--- config.mk ---
export PLATFORM = sky130hd
export DESIGN_NAME = mem_arbiter
export DESIGN_NICKNAME = d
export VERILOG_FILES = /design/src/rtl/mem_arb_pkg.sv /design/src/rtl/mem_arb_timer.sv /design/src/rtl/mem_arbiter.sv
export SDC_FILE = /design/constraint.sdc
export NUM_CORES = 1
export LEC_CHECK = 0
export ABC_AREA = 1
export BUFFER_PORTS_ARGS = -buffer_cell sky130_fd_sc_hd__buf_2
export CORE_MARGIN = 10
export CORE_UTILIZATION = 45
export CTS_CLUSTER_SIZE = 12
export DETAILED_ROUTE_END_ITERATION = 10
export PLACE_DENSITY = 0.94
export SLEW_MARGIN = 15
export SYNTH_ARGS = -nofsm -noshare
export SYNTH_HDL_FRONTEND = slang
export SYNTH_SLANG_ARGS = --single-unit
--- constraint.sdc ---
create_clock -name clk -period 6.2 [get_ports clk]
set_input_delay 0.93 -clock clk [delete_from_list [all_inputs] [get_ports clk]]
set_output_delay 0.93 -clock clk [all_outputs]
set_load 0.02 [all_outputs]
--- src/rtl/mem_arb_pkg.sv ---
// Shared types for the unified-memory arbiter: FSM states, port owner
// and the default datapath width.
package mem_arb_pkg;

  localparam int DEFAULT_XLEN = 32;

  typedef enum logic [1:0] {
    IDLE = 2'd0,
    REQ  = 2'd1,
    RESP = 2'd2
  } arb_state_t;

  typedef enum logic {
    OWN_IF = 1'b0,
    OWN_DM = 1'b1
  } arb_owner_t;

endpackage

--- src/rtl/mem_arb_timer.sv ---
// Saturating response-wait counter. expired rises on the TIMEOUT-th
// enabled cycle after a clear, so it can terminate the wait that cycle.
module mem_arb_timer
  import mem_arb_pkg::*;
#(
  parameter int TIMEOUT = 255
) (
  input  logic clk,
  input  logic rst,
  input  logic clear,
  input  logic enable,
  output logic expired
);

  localparam int              CNT_W    = $clog2(TIMEOUT + 1);
  localparam logic [CNT_W-1:0] CNT_MAX  = CNT_W'(TIMEOUT);
  localparam logic [CNT_W-1:0] CNT_LAST = CNT_W'(TIMEOUT - 1);

  logic [CNT_W-1:0] cnt_p0;

  always_ff @(posedge clk or posedge rst) begin
    if (rst) begin
      cnt_p0 <= '0;
    end else if (clear) begin
      cnt_p0 <= '0;
    end else if (enable && (cnt_p0 != CNT_MAX)) begin
      cnt_p0 <= cnt_p0 + CNT_W'(1);
    end
  end

  // The current cycle counts toward the limit, hence compare against TIMEOUT-1.
  assign expired = enable & (cnt_p0 >= CNT_LAST);

endmodule

--- src/rtl/mem_arbiter.sv ---
// Arbitrates the single memory port between instruction fetch and the
// MEM stage; data side has fixed priority, one transaction at a time.
module mem_arbiter
  import mem_arb_pkg::*;
#(
  parameter int XLEN    = DEFAULT_XLEN,
  parameter int TIMEOUT = 255
) (
  input  logic            clk,
  input  logic            rst,
  input  logic            if_req,
  input  logic [XLEN-1:0] if_addr,
  input  logic            if_kill,
  output logic [XLEN-1:0] if_rdata,
  output logic            if_ack,
  input  logic            dm_req,
  input  logic            dm_we,
  input  logic [3:0]      dm_be,
  input  logic [XLEN-1:0] dm_addr,
  input  logic [XLEN-1:0] dm_wdata,
  output logic [XLEN-1:0] dm_rdata,
  output logic            dm_ack,
  output logic            mem_req,
  output logic            mem_we,
  output logic [3:0]      mem_be,
  output logic [XLEN-1:0] mem_addr,
  output logic [XLEN-1:0] mem_wdata,
  input  logic            mem_ready,
  input  logic            mem_rvalid,
  input  logic [XLEN-1:0] mem_rdata,
  output logic            stall_if,
  output logic            stall_mem,
  output logic            bus_err
);

  arb_state_t      state_p0;
  arb_owner_t      owner_p0;
  logic            killed_p0;
  logic            req_we_p0;
  logic [3:0]      req_be_p0;
  logic [XLEN-1:0] req_addr_p0;
  logic [XLEN-1:0] req_wdata_p0;

  logic            in_idle;
  logic            in_req;
  logic            in_resp;
  logic            expired;
  logic            done;
  logic            timed_out;
  logic            take_dm;
  logic            take_if;
  logic [XLEN-1:0] rsp_data;

  assign in_idle = (state_p0 == IDLE);
  assign in_req  = (state_p0 == REQ);
  assign in_resp = (state_p0 == RESP);
  assign take_dm = in_idle & dm_req;
  assign take_if = in_idle & ~dm_req & if_req & ~if_kill;

  mem_arb_timer #(
    .TIMEOUT (TIMEOUT)
  ) u_timer (
    .clk     (clk),
    .rst     (rst),
    .clear   (in_req & mem_ready),
    .enable  (in_resp),
    .expired (expired)
  );

  assign timed_out = in_resp & expired & ~mem_rvalid;
  assign done      = in_resp & (mem_rvalid | expired);

  // Stage p0: arbitration FSM, owner and kill tracking
  always_ff @(posedge clk or posedge rst) begin
    if (rst) begin
      state_p0  <= IDLE;
      owner_p0  <= OWN_IF;
      killed_p0 <= 1'b0;
    end else begin
      case (state_p0)
        IDLE: begin
          if (take_dm) begin
            owner_p0 <= OWN_DM;
            state_p0 <= REQ;
          end else if (take_if) begin
            owner_p0 <= OWN_IF;
            state_p0 <= REQ;
          end
        end
        REQ:     if (mem_ready) state_p0 <= RESP;
        RESP:    if (done) state_p0 <= IDLE;
        default: state_p0 <= IDLE;
      endcase

      // A killed fetch still runs to completion on the bus; only its ack is dropped.
      if (in_idle || done) begin
        killed_p0 <= 1'b0;
      end else if (if_kill && (owner_p0 == OWN_IF)) begin
        killed_p0 <= 1'b1;
      end
    end
  end

  // Stage p0: request registers, captured once per transaction in IDLE
  always_ff @(posedge clk) begin
    if (take_dm) begin
      req_we_p0    <= dm_we;
      req_be_p0    <= dm_be;
      req_addr_p0  <= dm_addr;
      req_wdata_p0 <= dm_wdata;
    end else if (take_if) begin
      req_we_p0    <= 1'b0;
      req_be_p0    <= 4'hF;
      req_addr_p0  <= if_addr;
      req_wdata_p0 <= '0;
    end
  end

  assign mem_req   = in_req;
  assign mem_we    = in_req & req_we_p0;
  assign mem_be    = in_req ? req_be_p0    : 4'h0;
  assign mem_addr  = in_req ? req_addr_p0  : '0;
  assign mem_wdata = in_req ? req_wdata_p0 : '0;

  assign rsp_data  = timed_out ? '0 : mem_rdata;

  assign if_ack    = done & (owner_p0 == OWN_IF) & ~killed_p0 & ~if_kill;
  assign dm_ack    = done & (owner_p0 == OWN_DM);
  assign if_rdata  = if_ack ? rsp_data : '0;
  assign dm_rdata  = dm_ack ? rsp_data : '0;
  assign bus_err   = timed_out;

  assign stall_if  = if_req & ~if_ack & ~if_kill;
  assign stall_mem = dm_req & ~dm_ack;

endmodule

# Yosys cells after proc, flatten, opt, wreduce, memory -nomap -nowiden
# Cells that the tools add are included.
# word_totals
ff_bits,81
latch_bits,0
ram_bits,0
rom_bits,0
inputBits,140
out_inout_bits,139
memories,0
# op_classes
n_addsub,1
multipliers,0
div_mod_pow,0
order_cmp,1
eq_ne,6
shift,0
muxes,24
bitwise_logic,25
n_reduce_logical,9
# ops
cell,count
32-bit 2-to-1 mux,9
1-bit bitwise AND,17
8-bit 2-to-1 mux,2
4-bit 2-to-1 mux,3
"8-bit by 1-bit adder with 8-bit output, second input constant",1
"8-bit greater-or-equal comparator, second input constant",1
2-bit 2-to-1 mux,4
"8-bit inequality test, second input constant",1
1-bit inverter,7
2-bit case mux with 3 select lines,1
2-bit nonzero test,3
1-bit 2-to-1 mux,5
"3-bit by 1-bit inequality test with 1-bit output, second input constant",1
3-bit AND reduction,1
"2-bit by 1-bit == test with 1-bit output, second input constant",1
"2-bit == test, second input constant",1
1-bit logical AND,2
2-bit logical NOT,1
"2-bit by 1-bit inequality test with 1-bit output, second input constant",1
"2-bit inequality test, second input constant",1
2-bit AND reduction,1
1-bit logical OR,1
1-bit OR,1

# Logic depth before layout (Yosys ltp)
# Gate-level depths: netlist (run 1).
# depth
ltp_word,10
depth_mapped,9
depth_no_buf,9

# Modules after synthesis
# Synthesis (run 1) repeated with hierarchy kept, for this count alone.
# hier_totals
cells_unflattened,622
hier_area_um2,4549.4
# modules_own_cells
module,instances,cells_each,area_per_inst_um2,seq_area_each_um2
mem_arbiter,1,546,4017.6,2172.1
mem_arb_timer,1,76,531.8,200.2

# Least setup slack after synthesis (run 1)
# Ideal clock, no wire load.
# synth_timing
path_kind,in2reg
startpoint,input port if_kill
endpoint,"register req_addr_p0[0], enable pin"
arrival_ns,4.432
required_ns,5.678
setup_slack_ns,1.246
path_stages,3
cell_sequence,inv_1 -> nand2_1 -> a21oi_1
# synth_via
elab_chain_len,3
# synth_rtl
item,line_no,rtl
start: declaration,mem_arbiter.sv:13,"input logic if_kill,"
1-bit inverter,mem_arbiter.sv:58,assign take_if = in_idle & ~dm_req & if_req & ~if_kill;
1-bit bitwise AND,mem_arbiter.sv:58,
2-bit nonzero test (no line),-,
end signal: assignment,mem_arbiter.sv:109,req_addr_p0 <= dm_addr;
end signal: assignment,mem_arbiter.sv:114,req_addr_p0 <= if_addr;
end: declaration,mem_arbiter.sv:41,logic [XLEN-1:0] req_addr_p0;
# No other way between the ends.
# A chain may end at the register's enable or synchronous reset.

# Worst setup path in the final report (run 1)
# layout_timing
startpoint,input port mem_rvalid
endpoint,output port if_rdata[1]
# layout_via
elab_chain_len,6
# layout_rtl
item,line_no,rtl
start: declaration,mem_arbiter.sv:29,"input logic mem_rvalid,"
1-bit OR,mem_arbiter.sv:71,assign done = in_resp & (mem_rvalid | expired);
1-bit bitwise AND,mem_arbiter.sv:71,
1-bit bitwise AND (3 in a row),mem_arbiter.sv:127,assign if_ack = done & (owner_p0 == OWN_IF) & ~killed_p0 & ~if_kill;
32-bit 2-to-1 mux *,mem_arbiter.sv:129,assign if_rdata = if_ack ? rsp_data : '0;
end: declaration,mem_arbiter.sv:14,"output logic [XLEN-1:0] if_rdata,"
# Mark *: on every way between the ends. The rest lies on a longest branch, timed or not.

==> results of run 1 <==
[power groups by stage]
stage / sequential, mW / clock (mW) / combinational [mW]
global route: 0.930 / 0.399 / 1.23
detailed placement: 0.926 / 0 / 1.12
CTS: 0.914 / 0.374 / 1.13
floorplan: 0.898 / 0 / 0.783
global placement: 0.914 / 0 / 1.10
finish: 0.915 / 0.363 / 1.11
[registers in the layout, indices dropped and copies added (netlist names)]
name / cells
owner_p0: 1
req_be_p0: 4
req_addr_p0: 32
req_we_p0: 1
killed_p0: 1
u_timer.cnt_p0: 8
req_wdata_p0: 32
state_p0: 2
[worst register-to-register path, delay by kind of cell (launching register included)]
family | cells | cell delay (ps)
DFF | 1 | 410
and+or+nand+nor | 4 | 460
buffers and inverters | 2 | 1210
[layout make-up]
type	instances	share of cell area [%]
Tap cell	136	2.64
Multi-Input combinational cell	372	26.1
Clock inverter	7	0.933
Timing Repair Buffer	281	22.0
Clock buffer	9	1.92
Sequential cell	81	36.8
Inverter	165	9.62
[placed cells by master, fill, tap and decap left out, drive strengths merged]
master / n
ha: 2
dfrtp: 12
xor2: 1
nor2: 145
o21ai: 5
buf: 281
clkbuf: 9
a21oi: 3
or2: 6
xnor2: 1
nand4: 37
edfxtp: 69
clkinv: 2
nand2: 164
inv: 170
nor3: 1
nand3: 7
[cell families (layout without fill, tap and decap cells)]
| logic type | count (synthesis) | after routing | share of synthesized area (%) |
|---|---|---|---|
| and+or+nand+nor | 360 | 360 | 32.7 |
| buffers and inverters | 200 | 462 | 16.7 |
| DFF | 81 | 81 | 48.9 |
| AOI/OAI and AO/OA | 8 | 8 | 0.826 |
| adders and majority gates | 2 | 2 | 0.516 |
| xor gates and xnor gates | 2 | 2 | 0.361 |
[final timing paths]
kind / slack [ps] / endpoint / startpoint / depth (start not counted)
max: 2720 / if_rdata[1] / mem_rvalid / 6
min: 520 / killed_p0$_DFFE_PP0P_ / killed_p0$_DFFE_PP0P_ / 2
max reg2reg: 3880 / req_addr_p0[18]$_DFFE_PP_ / state_p0[1]$_DFFE_PP0P_ / 6
min reg2reg: 520 / killed_p0$_DFFE_PP0P_ / killed_p0$_DFFE_PP0P_ / 2
max in group asynchronous: 5300 / u_timer.cnt_p0[2]$_DFFE_PP0P_ / rst / 2
min in group asynchronous: 580 / u_timer.cnt_p0[5]$_DFFE_PP0P_ / rst / 2
[routing by layer]
metal | track usage, % | share of wire (%)
met5 | 0 | 0
met4 | 6.04 | 2.0
met3 | 5.61 | 8.8
met2 | 32.8 | 54
met1 | 20.0 | 35
[metrics by stage]
step / worst slack, ps / instances / util, % / hold WS, ps
after global placement: 2880 / 1035 / 60.1 / 499
final: 2720 / 1051 / 61.8 / 523
after floorplan: 1250 / 653 / - / 479
after global routing: 2580 / 1051 / 61.8 / 562
after detailed placement: 2760 / 1035 / 60.1 / 508
after CTS: 2750 / 1051 / 61.8 / 529
[synth_stat cells, types with 2 or more instances]
cell type / n
sky130_fd_sc_hd__buf_2: 10
sky130_fd_sc_hd__a21oi_1: 3
sky130_fd_sc_hd__edfxtp_1: 69
sky130_fd_sc_hd__inv_1: 161
sky130_fd_sc_hd__nor2_1: 113
sky130_fd_sc_hd__clkbuf_1: 18
sky130_fd_sc_hd__buf_6: 5
sky130_fd_sc_hd__nand2_1: 161
sky130_fd_sc_hd__or2_2: 5
sky130_fd_sc_hd__o21ai_0: 5
sky130_fd_sc_hd__nand4_1: 37
sky130_fd_sc_hd__nand3_1: 5
sky130_fd_sc_hd__nand2_2: 2
sky130_fd_sc_hd__nor2_2: 31
sky130_fd_sc_hd__dfrtp_1: 12
sky130_fd_sc_hd__buf_4: 2
sky130_fd_sc_hd__ha_1: 2
sky130_fd_sc_hd__inv_2: 4
==> run_summary.xml, run 1 <==
<?xml version="1.0" encoding="UTF-8"?>
<metrics>
  <group name="run_status">
    <metric name="outcome" unit="">complete, no violations</metric>
  </group>
  <group name="cells_and_area">
    <metric name="nets" unit="">1052</metric>
    <metric name="area_growth_syn_to_layout" unit="%">32.9</metric>
    <metric name="layout.area.seq" unit="um^2">2370</metric>
    <metric name="final_layout_size_suffix_gt1_share" unit="%">37.7</metric>
    <metric name="multi_input_comb_area" unit="um^2">1680</metric>
    <metric name="postLayoutCellArea" unit="um^2">6440</metric>
    <metric name="num-fill-cells" unit="">928</metric>
    <metric name="insertedDiodeCount" unit="">0</metric>
  </group>
  <group name="placement">
    <metric name="port-buffer-count" unit="">278</metric>
    <metric name="detailed_place_hpwl" unit="mm">11.9</metric>
    <metric name="globalplace.congestion" unit="">0.863</metric>
    <metric name="detailed_place.area" unit="um^2">6260</metric>
  </group>
  <group name="cts">
    <metric name="hold_buffers" unit="">0</metric>
    <metric name="h_tree_depth_reported_by_cts" unit="">3</metric>
    <metric name="clk_pin_slew" unit="ps">80</metric>
    <metric name="post_cts_setup_buffer_count" unit="">0</metric>
    <metric name="max-clock-path-buffers" unit="">2</metric>
    <metric name="cts_tree" unit="">built</metric>
    <metric name="cts_made_buffers" unit="">9</metric>
    <metric name="clock_tree_root_driver_cell" unit="">sky130_fd_sc_hd__clkbuf_8</metric>
    <metric name="worstSkewPairLatency" unit="ps">350</metric>
    <metric name="cts_repair_resize_count" unit="">0</metric>
    <metric name="cts.sinks" unit="">81</metric>
  </group>
  <group name="worst_setup_path">
    <metric name="critPathTopFamily" unit="">buffers and inverters</metric>
    <metric name="arrival_time_at_the_worst_endpoint" unit="ps">2550</metric>
    <metric name="timing.critical_path.fanout_max" unit="">34</metric>
    <metric name="cp-start-kind" unit="">primary input</metric>
    <metric name="timing.critical_path.cells" unit="">buf_2, inv_1, nand2_4, nand3_4, nor2_1, buf_2</metric>
    <metric name="cp_common_cell" unit="">sky130_fd_sc_hd__buf_2</metric>
    <metric name="critical-path-max-stage-delay" unit="ps">440</metric>
    <metric name="crit_type" unit="">primary input to output port</metric>
    <metric name="critical_path.slowest_cell" unit="">sky130_fd_sc_hd__buf_2</metric>
    <metric name="end_kind" unit="">output port</metric>
    <metric name="worst-endpoint-required" unit="ps">5270</metric>
    <metric name="cp_num_buf_inv" unit="">3</metric>
  </group>
  <group name="die">
    <metric name="die-width" unit="um">124</metric>
    <metric name="row_count" unit="">37</metric>
    <metric name="initial_core_util" unit="%">46.5</metric>
    <metric name="die-area" unit="um^2">15300</metric>
    <metric name="design.core.area" unit="um^2">10400</metric>
    <metric name="dieHeight" unit="um">124</metric>
    <metric name="pin_count" unit="">279</metric>
  </group>
  <group name="drt">
    <metric name="antenna_violating_nets_post_route" unit="">0</metric>
    <metric name="dr.first_iter.drc_count" unit="">377</metric>
    <metric name="drt_wl_total" unit="mm">15.0</metric>
    <metric name="avgRoutedWirePerCell" unit="um">14.3</metric>
    <metric name="vias_per_cell" unit="">4.55</metric>
    <metric name="post-route-drc-count" unit="">0</metric>
    <metric name="dr.pass1.iters" unit="">5</metric>
    <metric name="detailroute.via_count" unit="">4784</metric>
  </group>
  <group name="power">
    <metric name="comb_power_share" unit="%">46.4</metric>
    <metric name="seq_power_share" unit="%">38.3</metric>
    <metric name="internal_power_component" unit="mW">1.29</metric>
    <metric name="totalPowerFinal" unit="mW">2.39</metric>
    <metric name="share_clk_of_total_power" unit="%">15.2</metric>
    <metric name="power_switching_share" unit="%">46.0</metric>
    <metric name="ir_drop" unit="mV">0.395</metric>
    <metric name="p_leak" unit="nW">4.10</metric>
    <metric name="power_per_cell_area" unit="nW/um^2">370</metric>
    <metric name="p_switching" unit="mW">1.10</metric>
  </group>
  <group name="timing">
    <metric name="timing.final.crit_share" unit="%">56.1</metric>
    <metric name="finalCriticalPeriod" unit="ps">3480</metric>
    <metric name="grt_setup_unrepaired" unit="">false</metric>
    <metric name="report.final.slew_viol_count" unit="">0</metric>
    <metric name="report.final.hold_viol_count" unit="">0</metric>
    <metric name="clock_skew" unit="ps">15.4</metric>
    <metric name="setup_tns_final" unit="ps">0</metric>
    <metric name="timing.max_slew.rel_slack" unit="%">29.7</metric>
    <metric name="slew_at_the_pin_closest_to_its_max_slew_limit" unit="ps">1050</metric>
    <metric name="achievable-frequency" unit="MHz">288</metric>
    <metric name="report.final.setup_viol" unit="">0</metric>
  </group>
  <group name="job">
    <metric name="drv_cap" unit="">0</metric>
  </group>
  <group name="logic_synthesis">
    <metric name="netlist-cell-type-count" unit="">26</metric>
    <metric name="yosysTopAreaCell" unit="">sky130_fd_sc_hd__edfxtp_1</metric>
    <metric name="synth-edff-count" unit="">69</metric>
    <metric name="fraction_of_the_yosys_area_taken_by_sequential_cells" unit="%">48.9</metric>
    <metric name="postSynthRegisterBits" unit="">81</metric>
    <metric name="synth_cells" unit="">653</metric>
    <metric name="synth_flop_cell" unit="">sky130_fd_sc_hd__edfxtp_1</metric>
    <metric name="postSynthNetCount" unit="">795</metric>
    <metric name="post-synth-top-area-fraction" unit="%">42.7</metric>
    <metric name="synth_area_leaders" unit="">sky130_fd_sc_hd__edfxtp_1 43%, sky130_fd_sc_hd__inv_1 12%, sky130_fd_sc_hd__nand2_1 12%, sky130_fd_sc_hd__nor2_1 8.8%, sky130_fd_sc_hd__dfrtp_1 6.2%</metric>
    <metric name="synth_warnings" unit="">0</metric>
    <metric name="ys_async_sr_fraction" unit="%">14.8</metric>
    <metric name="avgSynthCellArea" unit="um^2">7.42</metric>
    <metric name="synth_area" unit="um^2">4850</metric>
  </group>
  <group name="global_route">
    <metric name="initial_antenna_violation_count" unit="">0</metric>
    <metric name="grt_pass1_vias" unit="">4675</metric>
    <metric name="groute.usage.overall" unit="%">18.2</metric>
    <metric name="pin_count_of_the_biggest_net_entering_global_routing" unit="">72</metric>
    <metric name="gr-total-overflow" unit="">0</metric>
    <metric name="grt_pass1_wl" unit="mm">22.3</metric>
  </group>
  <group name="hold_path">
    <metric name="timing.hold.worst.class" unit="">flip-flop to flip-flop</metric>
  </group>
</metrics>
No activity file was read; power rests on OpenSTA's default activity.
==> inputs of run 2 (changes only) <==
--- a/config.mk
+++ b/config.mk
@@ -5,13 +5,13 @@
 export SDC_FILE = /design/constraint.sdc
 export NUM_CORES = 1
 export LEC_CHECK = 0
-export ABC_AREA = 1
+export ABC_AREA = 0
 export BUFFER_PORTS_ARGS = -buffer_cell sky130_fd_sc_hd__buf_2
 export CORE_MARGIN = 10
-export CORE_UTILIZATION = 45
+export CORE_UTILIZATION = 39
 export CTS_CLUSTER_SIZE = 12
 export DETAILED_ROUTE_END_ITERATION = 10
-export PLACE_DENSITY = 0.94
+export PLACE_DENSITY = 0.89
 export SLEW_MARGIN = 15
 export SYNTH_ARGS = -nofsm -noshare
 export SYNTH_HDL_FRONTEND = slang
==> constraint.sdc (replaced) <==
create_clock -name clk -period 2.81 [get_ports clk]
set_input_delay 0.4215 -clock clk [delete_from_list [all_inputs] [get_ports clk]]
set_output_delay 0.4215 -clock clk [all_outputs]
set_load 0.02 [all_outputs]
==> run 2 against run 1 <==
Non-clock buffer count rose by 5; combinational power is 120% higher; largest cell class unchanged; power up 140%; sequential power grew 110%; core utilization shrank 5.1 points; die area increased by 4.6%; sequential share of layout area rose by 1.2 points; final cell count decreased by 25%.
==> run_summary.xml, run 2 <==
<?xml version="1.0" encoding="UTF-8"?>
<metrics>
  <group name="logic_synthesis">
    <metric name="fraction_of_the_yosys_area_taken_by_sequential_cells" unit="%">53.6</metric>
    <metric name="synth_cells" unit="">374</metric>
    <metric name="netlist-cell-type-count" unit="">35</metric>
    <metric name="synth_area_leaders" unit="">sky130_fd_sc_hd__edfxtp_1 47%, sky130_fd_sc_hd__and2_1 14%, sky130_fd_sc_hd__and3_1 8.9%, sky130_fd_sc_hd__mux2_2 8.1%, sky130_fd_sc_hd__dfrtp_1 6.8%</metric>
    <metric name="post_synth_fa_ha_maj_area_fraction" unit="%">0.565</metric>
    <metric name="post_synth_xor_area_fraction" unit="%">0.593</metric>
    <metric name="yosysMostFrequentCell" unit="">sky130_fd_sc_hd__and2_1</metric>
    <metric name="synth-edff-count" unit="">69</metric>
    <metric name="combinational_family_with_the_most_area_after_synthesis" unit="">simple AND/OR/NAND/NOR gates</metric>
    <metric name="ys_async_sr_fraction" unit="%">14.8</metric>
    <metric name="synth_simple_gate_area_share" unit="%">29.0</metric>
    <metric name="netlist_top_cells_count" unit="">102 x sky130_fd_sc_hd__and2_1, 69 x sky130_fd_sc_hd__edfxtp_1, 63 x sky130_fd_sc_hd__and3_1, 32 x sky130_fd_sc_hd__mux2_2, 13 x sky130_fd_sc_hd__clkbuf_1</metric>
    <metric name="postSynthNetCount" unit="">516</metric>
    <metric name="post-synth-top-area-fraction" unit="%">46.8</metric>
    <metric name="synth_area" unit="um^2">4430</metric>
    <metric name="synth_compound_area_share" unit="%">2.54</metric>
    <metric name="avgSynthCellArea" unit="um^2">11.8</metric>
    <metric name="synth_flop_cell" unit="">sky130_fd_sc_hd__edfxtp_1</metric>
    <metric name="postSynthRegisterBits" unit="">81</metric>
    <metric name="synth_warnings" unit="">0</metric>
    <metric name="yosysTopAreaCell" unit="">sky130_fd_sc_hd__edfxtp_1</metric>
    <metric name="yosys-mux-area-fraction" unit="%">8.59</metric>
  </group>
  <group name="cts">
    <metric name="clk_pin_slew" unit="ps">60</metric>
    <metric name="cts_made_buffers" unit="">9</metric>
    <metric name="post_cts_setup_buffer_count" unit="">0</metric>
    <metric name="h_tree_depth_reported_by_cts" unit="">3</metric>
    <metric name="max-clock-path-buffers" unit="">2</metric>
    <metric name="cts.sinks" unit="">81</metric>
    <metric name="cts_tree" unit="">built</metric>
    <metric name="worstSkewPairLatency" unit="ps">340</metric>
    <metric name="cts_repair_resize_count" unit="">0</metric>
    <metric name="clock_tree_root_driver_cell" unit="">sky130_fd_sc_hd__clkbuf_16</metric>
    <metric name="hold_buffers" unit="">0</metric>
  </group>
  <group name="timing">
    <metric name="report.final.slew_viol_count" unit="">0</metric>
    <metric name="setup_tns_final" unit="ps">0</metric>
    <metric name="report.final.setup_viol" unit="">0</metric>
    <metric name="whs" unit="ps">89.9</metric>
    <metric name="slew_at_the_pin_closest_to_its_max_slew_limit" unit="ps">542</metric>
    <metric name="finalCriticalPeriod" unit="ps">2600</metric>
    <metric name="grt_setup_unrepaired" unit="">false</metric>
    <metric name="achievable-frequency" unit="MHz">385</metric>
    <metric name="clock_skew" unit="ps">10.4</metric>
    <metric name="setup_ws" unit="ps">214</metric>
    <metric name="timing.final.crit_share" unit="%">92.4</metric>
    <metric name="report.final.hold_viol_count" unit="">0</metric>
    <metric name="timing.max_slew.rel_slack" unit="%">63.9</metric>
  </group>
  <group name="global_route">
    <metric name="grt_pass1_vias" unit="">4083</metric>
    <metric name="pin_count_of_the_biggest_net_entering_global_routing" unit="">70</metric>
    <metric name="initial_antenna_violation_count" unit="">1</metric>
    <metric name="gr-total-overflow" unit="">0</metric>
    <metric name="groute.usage.overall" unit="%">16.8</metric>
    <metric name="grt_pass1_wl" unit="mm">21.7</metric>
  </group>
  <group name="die">
    <metric name="dieHeight" unit="um">127</metric>
    <metric name="die-area" unit="um^2">16000</metric>
    <metric name="design.core.area" unit="um^2">11000</metric>
    <metric name="row_count" unit="">38</metric>
    <metric name="pin_count" unit="">279</metric>
    <metric name="die-width" unit="um">127</metric>
    <metric name="initial_core_util" unit="%">40.3</metric>
  </group>
  <group name="cells_and_area">
    <metric name="num-fill-cells" unit="">892</metric>
    <metric name="postLayoutCellArea" unit="um^2">6230</metric>
    <metric name="mostFrequentLayoutCells" unit="">278 x sky130_fd_sc_hd__buf_2, 102 x sky130_fd_sc_hd__and2_1, 69 x sky130_fd_sc_hd__edfxtp_1, 63 x sky130_fd_sc_hd__and3_1, 32 x sky130_fd_sc_hd__mux2_2</metric>
    <metric name="final_util" unit="%">56.7</metric>
    <metric name="final_layout_size_suffix_gt1_share" unit="%">53.6</metric>
    <metric name="area_growth_syn_to_layout" unit="%">40.7</metric>
    <metric name="nets" unit="">781</metric>
    <metric name="final_cells" unit="">785</metric>
    <metric name="reg_top3" unit="">req_addr_p0 (32), req_wdata_p0 (32), u_timer.cnt_p0 (8)</metric>
    <metric name="final_common_cell" unit="">sky130_fd_sc_hd__buf_2</metric>
  </group>
  <group name="drt">
    <metric name="dr.pass1.iters" unit="">4</metric>
    <metric name="avgRoutedWirePerCell" unit="um">18.1</metric>
    <metric name="detailroute.via_count" unit="">3795</metric>
    <metric name="vias_per_cell" unit="">4.83</metric>
    <metric name="dr.first_iter.drc_count" unit="">182</metric>
    <metric name="drt_wl_total" unit="mm">14.2</metric>
    <metric name="post-route-drc-count" unit="">0</metric>
    <metric name="antenna_violating_nets_post_route" unit="">0</metric>
  </group>
  <group name="worst_setup_path">
    <metric name="timing.critical_path.fanout_max" unit="">65</metric>
    <metric name="number_of_cells_on_the_critical_path" unit="">4</metric>
    <metric name="critPathTopFamily" unit="">simple AND/OR/NAND/NOR gates</metric>
    <metric name="worst-endpoint-required" unit="ps">2390</metric>
    <metric name="timing.critical_path.cells" unit="">nand4_4, or4_4, and3_2, buf_2</metric>
    <metric name="cp-start-kind" unit="">flip-flop</metric>
    <metric name="critical_path.slowest_cell" unit="">sky130_fd_sc_hd__or4_4</metric>
    <metric name="critical-path-max-stage-delay" unit="ps">770</metric>
    <metric name="end_kind" unit="">output port</metric>
    <metric name="worst_r2r_path_depth" unit="">4</metric>
    <metric name="cp_num_buf_inv" unit="">1</metric>
    <metric name="arrival_time_at_the_worst_endpoint" unit="ps">2170</metric>
    <metric name="crit_type" unit="">flip-flop to output port</metric>
  </group>
  <group name="placement">
    <metric name="detailed_place.area" unit="um^2">5890</metric>
    <metric name="globalplace.congestion" unit="">0.852</metric>
    <metric name="dpl.cell_count" unit="">768</metric>
    <metric name="dp_slack" unit="ps">573</metric>
    <metric name="detailed_place_hpwl" unit="mm">11.3</metric>
    <metric name="port-buffer-count" unit="">278</metric>
  </group>
  <group name="run_status">
    <metric name="outcome" unit="">complete, no violations</metric>
  </group>
  <group name="power">
    <metric name="p_leak" unit="nW">3.32</metric>
    <metric name="ir_drop" unit="mV">0.546</metric>
    <metric name="power_per_cell_area" unit="nW/um^2">907</metric>
    <metric name="totalPowerFinal" unit="mW">5.65</metric>
  </group>
  <group name="hold_path">
    <metric name="timing.hold.worst.class" unit="">primary input to async pin</metric>
  </group>
  <group name="job">
    <metric name="drv_cap" unit="">0</metric>
  </group>
</metrics>
run 2: cell types whose count changed in the layout (fill, tap and decap cells not counted), moves of 36 or more:
| cell | previous run | this run |
|---|---|---|
| sky130_fd_sc_hd__and2_1 | 0 | 102 |
| sky130_fd_sc_hd__and3_1 | 0 | 63 |
| sky130_fd_sc_hd__inv_1 | 161 | 5 |
| sky130_fd_sc_hd__nand2_1 | 160 | 6 |
| sky130_fd_sc_hd__nand4_1 | 37 | 1 |
| sky130_fd_sc_hd__nor2_1 | 113 | 5 |
run 2: worst register-to-register path: stages, from the launching register on:
cell                      delay (ps)
sky130_fd_sc_hd__dfrtp_1         410
sky130_fd_sc_hd__buf_4           190
sky130_fd_sc_hd__nor3b_4         230
sky130_fd_sc_hd__buf_4           480
sky130_fd_sc_hd__mux2_2          440
run 2: worst paths after layout:
| path | endpoint | startpoint | slack (ps) |
|---|---|---|---|
| setup / recovery | dm_rdata[3] | u_timer.cnt_p0[4]$_DFFE_PP0P_ | 210 |
| hold / removal | u_timer.cnt_p0[7]$_DFFE_PP0P_ | rst | 90 |
| setup reg to reg | req_addr_p0[5]$_DFFE_PP_ | state_p0[1]$_DFFE_PP0P_ | 810 |
| hold reg to reg | killed_p0$_DFFE_PP0P_ | killed_p0$_DFFE_PP0P_ | 540 |
| max in group asynchronous | killed_p0$_DFFE_PP0P_ | rst | 2410 |
| min in group clk | req_wdata_p0[8]$_SDFFCE_PN0P_ | dm_wdata[8] | 360 |
run 2: where the power goes:
| group | switching (mW) | internal, mW |
|---|---|---|
| Combinational | 1.54 | 0.924 |
| Clock | 0.505 | 0.797 |
| Sequential | 0.106 | 1.77 |
| Total | 2.15 | 3.49 |
run 2: layer usage:
metal  share of wire [%]  wire length, um  track usage, %  vias to the layer above
met2                  52             7360            30.7                      198
met3                  13             1850            9.33                       19
met5               0.091               13               0                        -
met1                  33             4760            15.2                     1729
li1                    -                -               -                     1847
met4                 1.7              248            6.23                        2
run 2: cell families after synthesis:
kind of cell	Yosys count
compound gates	15
simple gates	202
xor+xnor	3
fa+ha+maj	2
buf+inv	37
mux	34
flops	81
run 2: layout make-up:
| type | instances | area, um^2 | share of cell area, % |
|---|---|---|---|
| clock buffer | 9 | 225 | 3.61 |
| timing repair buffer | 286 | 1480 | 23.7 |
| inverter | 5 | 18.8 | 0.301 |
| sequential | 81 | 2370 | 38.1 |
| antenna | 1 | 2.50 | 0.0402 |
| tap | 140 | 175 | 2.81 |
| multi-input combinational | 256 | 1850 | 29.7 |
| clock inverter | 7 | 109 | 1.75 |
==> inputs of run 3 (changes only) <==
--- a/config.mk
+++ b/config.mk
@@ -6,7 +6,7 @@
 export NUM_CORES = 1
 export LEC_CHECK = 0
 export ABC_AREA = 0
-export BUFFER_PORTS_ARGS = -buffer_cell sky130_fd_sc_hd__buf_2
+export BUFFER_PORTS_ARGS = -buffer_cell sky130_fd_sc_hd__buf_4
 export CORE_MARGIN = 10
 export CORE_UTILIZATION = 39
 export CTS_CLUSTER_SIZE = 12
==> run 3 against run 2 <==
Core utilization up 6.4 points; critical path depth unchanged; die area unchanged; worst hold slack better by 4.6 ps; sequential power up 3%; sequential share of layout area down 3.8 points; count of clock-buffer cells in the layout unchanged; critical path type unchanged; largest cell class unchanged; largest power group unchanged.
==> run_summary.xml, run 3 (synthesized netlist as in run 2, its figures left out) <==
<?xml version="1.0" encoding="UTF-8"?>
<metrics>
  <group name="cts">
    <metric name="cts.sinks" unit="">81</metric>
    <metric name="max-clock-path-buffers" unit="">2</metric>
    <metric name="clk_pin_slew" unit="ps">60</metric>
    <metric name="cts_tree" unit="">built</metric>
    <metric name="clock_tree_root_driver_cell" unit="">sky130_fd_sc_hd__clkbuf_16</metric>
    <metric name="h_tree_depth_reported_by_cts" unit="">3</metric>
    <metric name="cts_made_buffers" unit="">9</metric>
    <metric name="worstSkewPairLatency" unit="ps">340</metric>
  </group>
  <group name="die">
    <metric name="die-area" unit="um^2">16000</metric>
    <metric name="pin_count" unit="">279</metric>
    <metric name="row_count" unit="">38</metric>
    <metric name="dieHeight" unit="um">127</metric>
    <metric name="die-width" unit="um">127</metric>
    <metric name="initial_core_util" unit="%">40.3</metric>
    <metric name="design.core.area" unit="um^2">11000</metric>
  </group>
  <group name="timing">
    <metric name="achievable-frequency" unit="MHz">375</metric>
    <metric name="setup_tns_final" unit="ps">0</metric>
    <metric name="slew_at_the_pin_closest_to_its_max_slew_limit" unit="ps">492</metric>
    <metric name="clock_skew" unit="ps">11.6</metric>
    <metric name="finalCriticalPeriod" unit="ps">2670</metric>
    <metric name="report.final.hold_viol_count" unit="">0</metric>
    <metric name="timing.final.crit_share" unit="%">95.0</metric>
    <metric name="report.final.setup_viol" unit="">0</metric>
    <metric name="timing.max_slew.rel_slack" unit="%">67.2</metric>
    <metric name="grt_setup_unrepaired" unit="">false</metric>
    <metric name="report.final.slew_viol_count" unit="">0</metric>
  </group>
  <group name="cells_and_area">
    <metric name="final_common_cell" unit="">sky130_fd_sc_hd__buf_4</metric>
    <metric name="insertedDiodeCount" unit="">0</metric>
    <metric name="final_layout_size_suffix_gt1_share" unit="%">53.7</metric>
    <metric name="area_growth_syn_to_layout" unit="%">56.5</metric>
    <metric name="reg_top3" unit="">req_addr_p0 (32), req_wdata_p0 (32), u_timer.cnt_p0 (8)</metric>
    <metric name="num-fill-cells" unit="">824</metric>
    <metric name="final_util" unit="%">63.1</metric>
    <metric name="layout.area.seq" unit="um^2">2370</metric>
    <metric name="multi_input_comb_area" unit="um^2">1850</metric>
    <metric name="nets" unit="">779</metric>
    <metric name="mostFrequentLayoutCells" unit="">281 x sky130_fd_sc_hd__buf_4, 102 x sky130_fd_sc_hd__and2_1, 69 x sky130_fd_sc_hd__edfxtp_1, 63 x sky130_fd_sc_hd__and3_1, 32 x sky130_fd_sc_hd__mux2_2</metric>
  </group>
  <group name="worst_setup_path">
    <metric name="arrival_time_at_the_worst_endpoint" unit="ps">2250</metric>
    <metric name="timing.critical_path.fanout_max" unit="">65</metric>
    <metric name="worst_r2r_path_depth" unit="">4</metric>
    <metric name="end_kind" unit="">output port</metric>
    <metric name="timing.reg2reg.setup_slack" unit="ps">960</metric>
    <metric name="crit_type" unit="">flip-flop to output port</metric>
    <metric name="cp-start-kind" unit="">flip-flop</metric>
    <metric name="worst-endpoint-required" unit="ps">2390</metric>
  </group>
  <group name="global_route">
    <metric name="grt_pass1_wl" unit="mm">22.5</metric>
    <metric name="initial_antenna_violation_count" unit="">0</metric>
    <metric name="pin_count_of_the_biggest_net_entering_global_routing" unit="">76</metric>
    <metric name="gr-total-overflow" unit="">0</metric>
    <metric name="grt_pass1_vias" unit="">4014</metric>
    <metric name="groute.usage.overall" unit="%">17.7</metric>
  </group>
  <group name="drt">
    <metric name="dr.first_iter.drc_count" unit="">249</metric>
    <metric name="dr.pass1.iters" unit="">4</metric>
    <metric name="post-route-drc-count" unit="">0</metric>
    <metric name="drt_wl_total" unit="mm">14.9</metric>
    <metric name="vias_per_cell" unit="">4.90</metric>
    <metric name="avgRoutedWirePerCell" unit="um">19.1</metric>
    <metric name="detailroute.via_count" unit="">3832</metric>
    <metric name="antenna_violating_nets_post_route" unit="">0</metric>
  </group>
  <group name="job">
    <metric name="drv_cap" unit="">0</metric>
  </group>
  <group name="hold_path">
    <metric name="timing.hold.worst.class" unit="">primary input to async pin</metric>
  </group>
  <group name="placement">
    <metric name="globalplace.congestion" unit="">0.854</metric>
    <metric name="port-buffer-count" unit="">278</metric>
    <metric name="detailed_place_hpwl" unit="mm">11.7</metric>
  </group>
  <group name="power">
    <metric name="totalPowerFinal" unit="mW">6.05</metric>
    <metric name="ir_drop" unit="mV">0.568</metric>
    <metric name="p_leak" unit="nW">3.44</metric>
    <metric name="power_per_cell_area" unit="nW/um^2">874</metric>
  </group>
  <group name="run_status">
    <metric name="outcome" unit="">complete, no violations</metric>
  </group>
</metrics>
==> run 3: cell types whose count changed in the layout (fill, tap and decap cells not counted), moves of 2 or more <==
cell and change:
sky130_fd_sc_hd__buf_2 -278, sky130_fd_sc_hd__buf_4 +275, sky130_fd_sc_hd__dfrtp_1 -2, sky130_fd_sc_hd__dfrtp_2 +2, sky130_fd_sc_hd__inv_8 -2
==> run 3: metal layers <==
layer	vias up	share of wire, %	GRT usage (%)
met3	22	12	8.29
met2	213	51	31.5
met5	-	0	0
met4	0	2.5	7.77
met1	1758	34	17.2
li1	1839	-	-
==> run 3: worst paths after layout <==
path	from	endpoint
min reg2reg	killed_p0$_DFFE_PP0P_	killed_p0$_DFFE_PP0P_
max reg2reg	state_p0[1]$_DFFE_PP0P_	req_wdata_p0[22]$_SDFFCE_PN0P_
min	rst	u_timer.cnt_p0[5]$_DFFE_PP0P_
max	state_p0[0]$_DFFE_PP0P_	dm_rdata[3]
min in group clk	mem_ready	u_timer.cnt_p0[4]$_DFFE_PP0P_
max in group asynchronous	rst	state_p0[1]$_DFFE_PP0P_
==> run 3: what timing repair did <==
item	4_1_cts	5_1_grt
gates resized for setup	0	3
setup buffers	0	0
hold buffers	0	0
setup endpoints to repair	0	64
==> run 3: cell type report <==
class / instances / share of cell area, %
clock buffer: 9 / 3.25
clock inverter: 7 / 1.79
inverter: 5 / 0.271
multi-input combinational: 256 / 26.7
sequential: 81 / 34.3
tap: 140 / 2.53
timing repair buffer: 284 / 31.2
==> run 3: worst max-delay path: stages, from the launching register on <==
cell                       delay, ps
sky130_fd_sc_hd__dfrtp_2         490
sky130_fd_sc_hd__nand4b_4        210
sky130_fd_sc_hd__or4_4           740
sky130_fd_sc_hd__and3_2          310
sky130_fd_sc_hd__buf_4           150
==> run 3: power breakdown <==
group	leakage [nW]	switching (mW)	total, mW	internal, mW
Sequential	0.807	0.150	1.93	1.78
Clock	0.167	0.498	1.37	0.876
Combinational	2.47	1.54	2.75	1.21
==> run 3: stage by stage <==
stage	cell area [um^2]	instances	hold slack (ps)	worst slack [ps]
global placement	6580	766	449	509
detailed placement	6580	766	467	421
floorplan	4440	374	286	100
finish	6930	782	94.5	142
global route	6930	782	138	34.6
CTS	6920	782	98.2	53.2
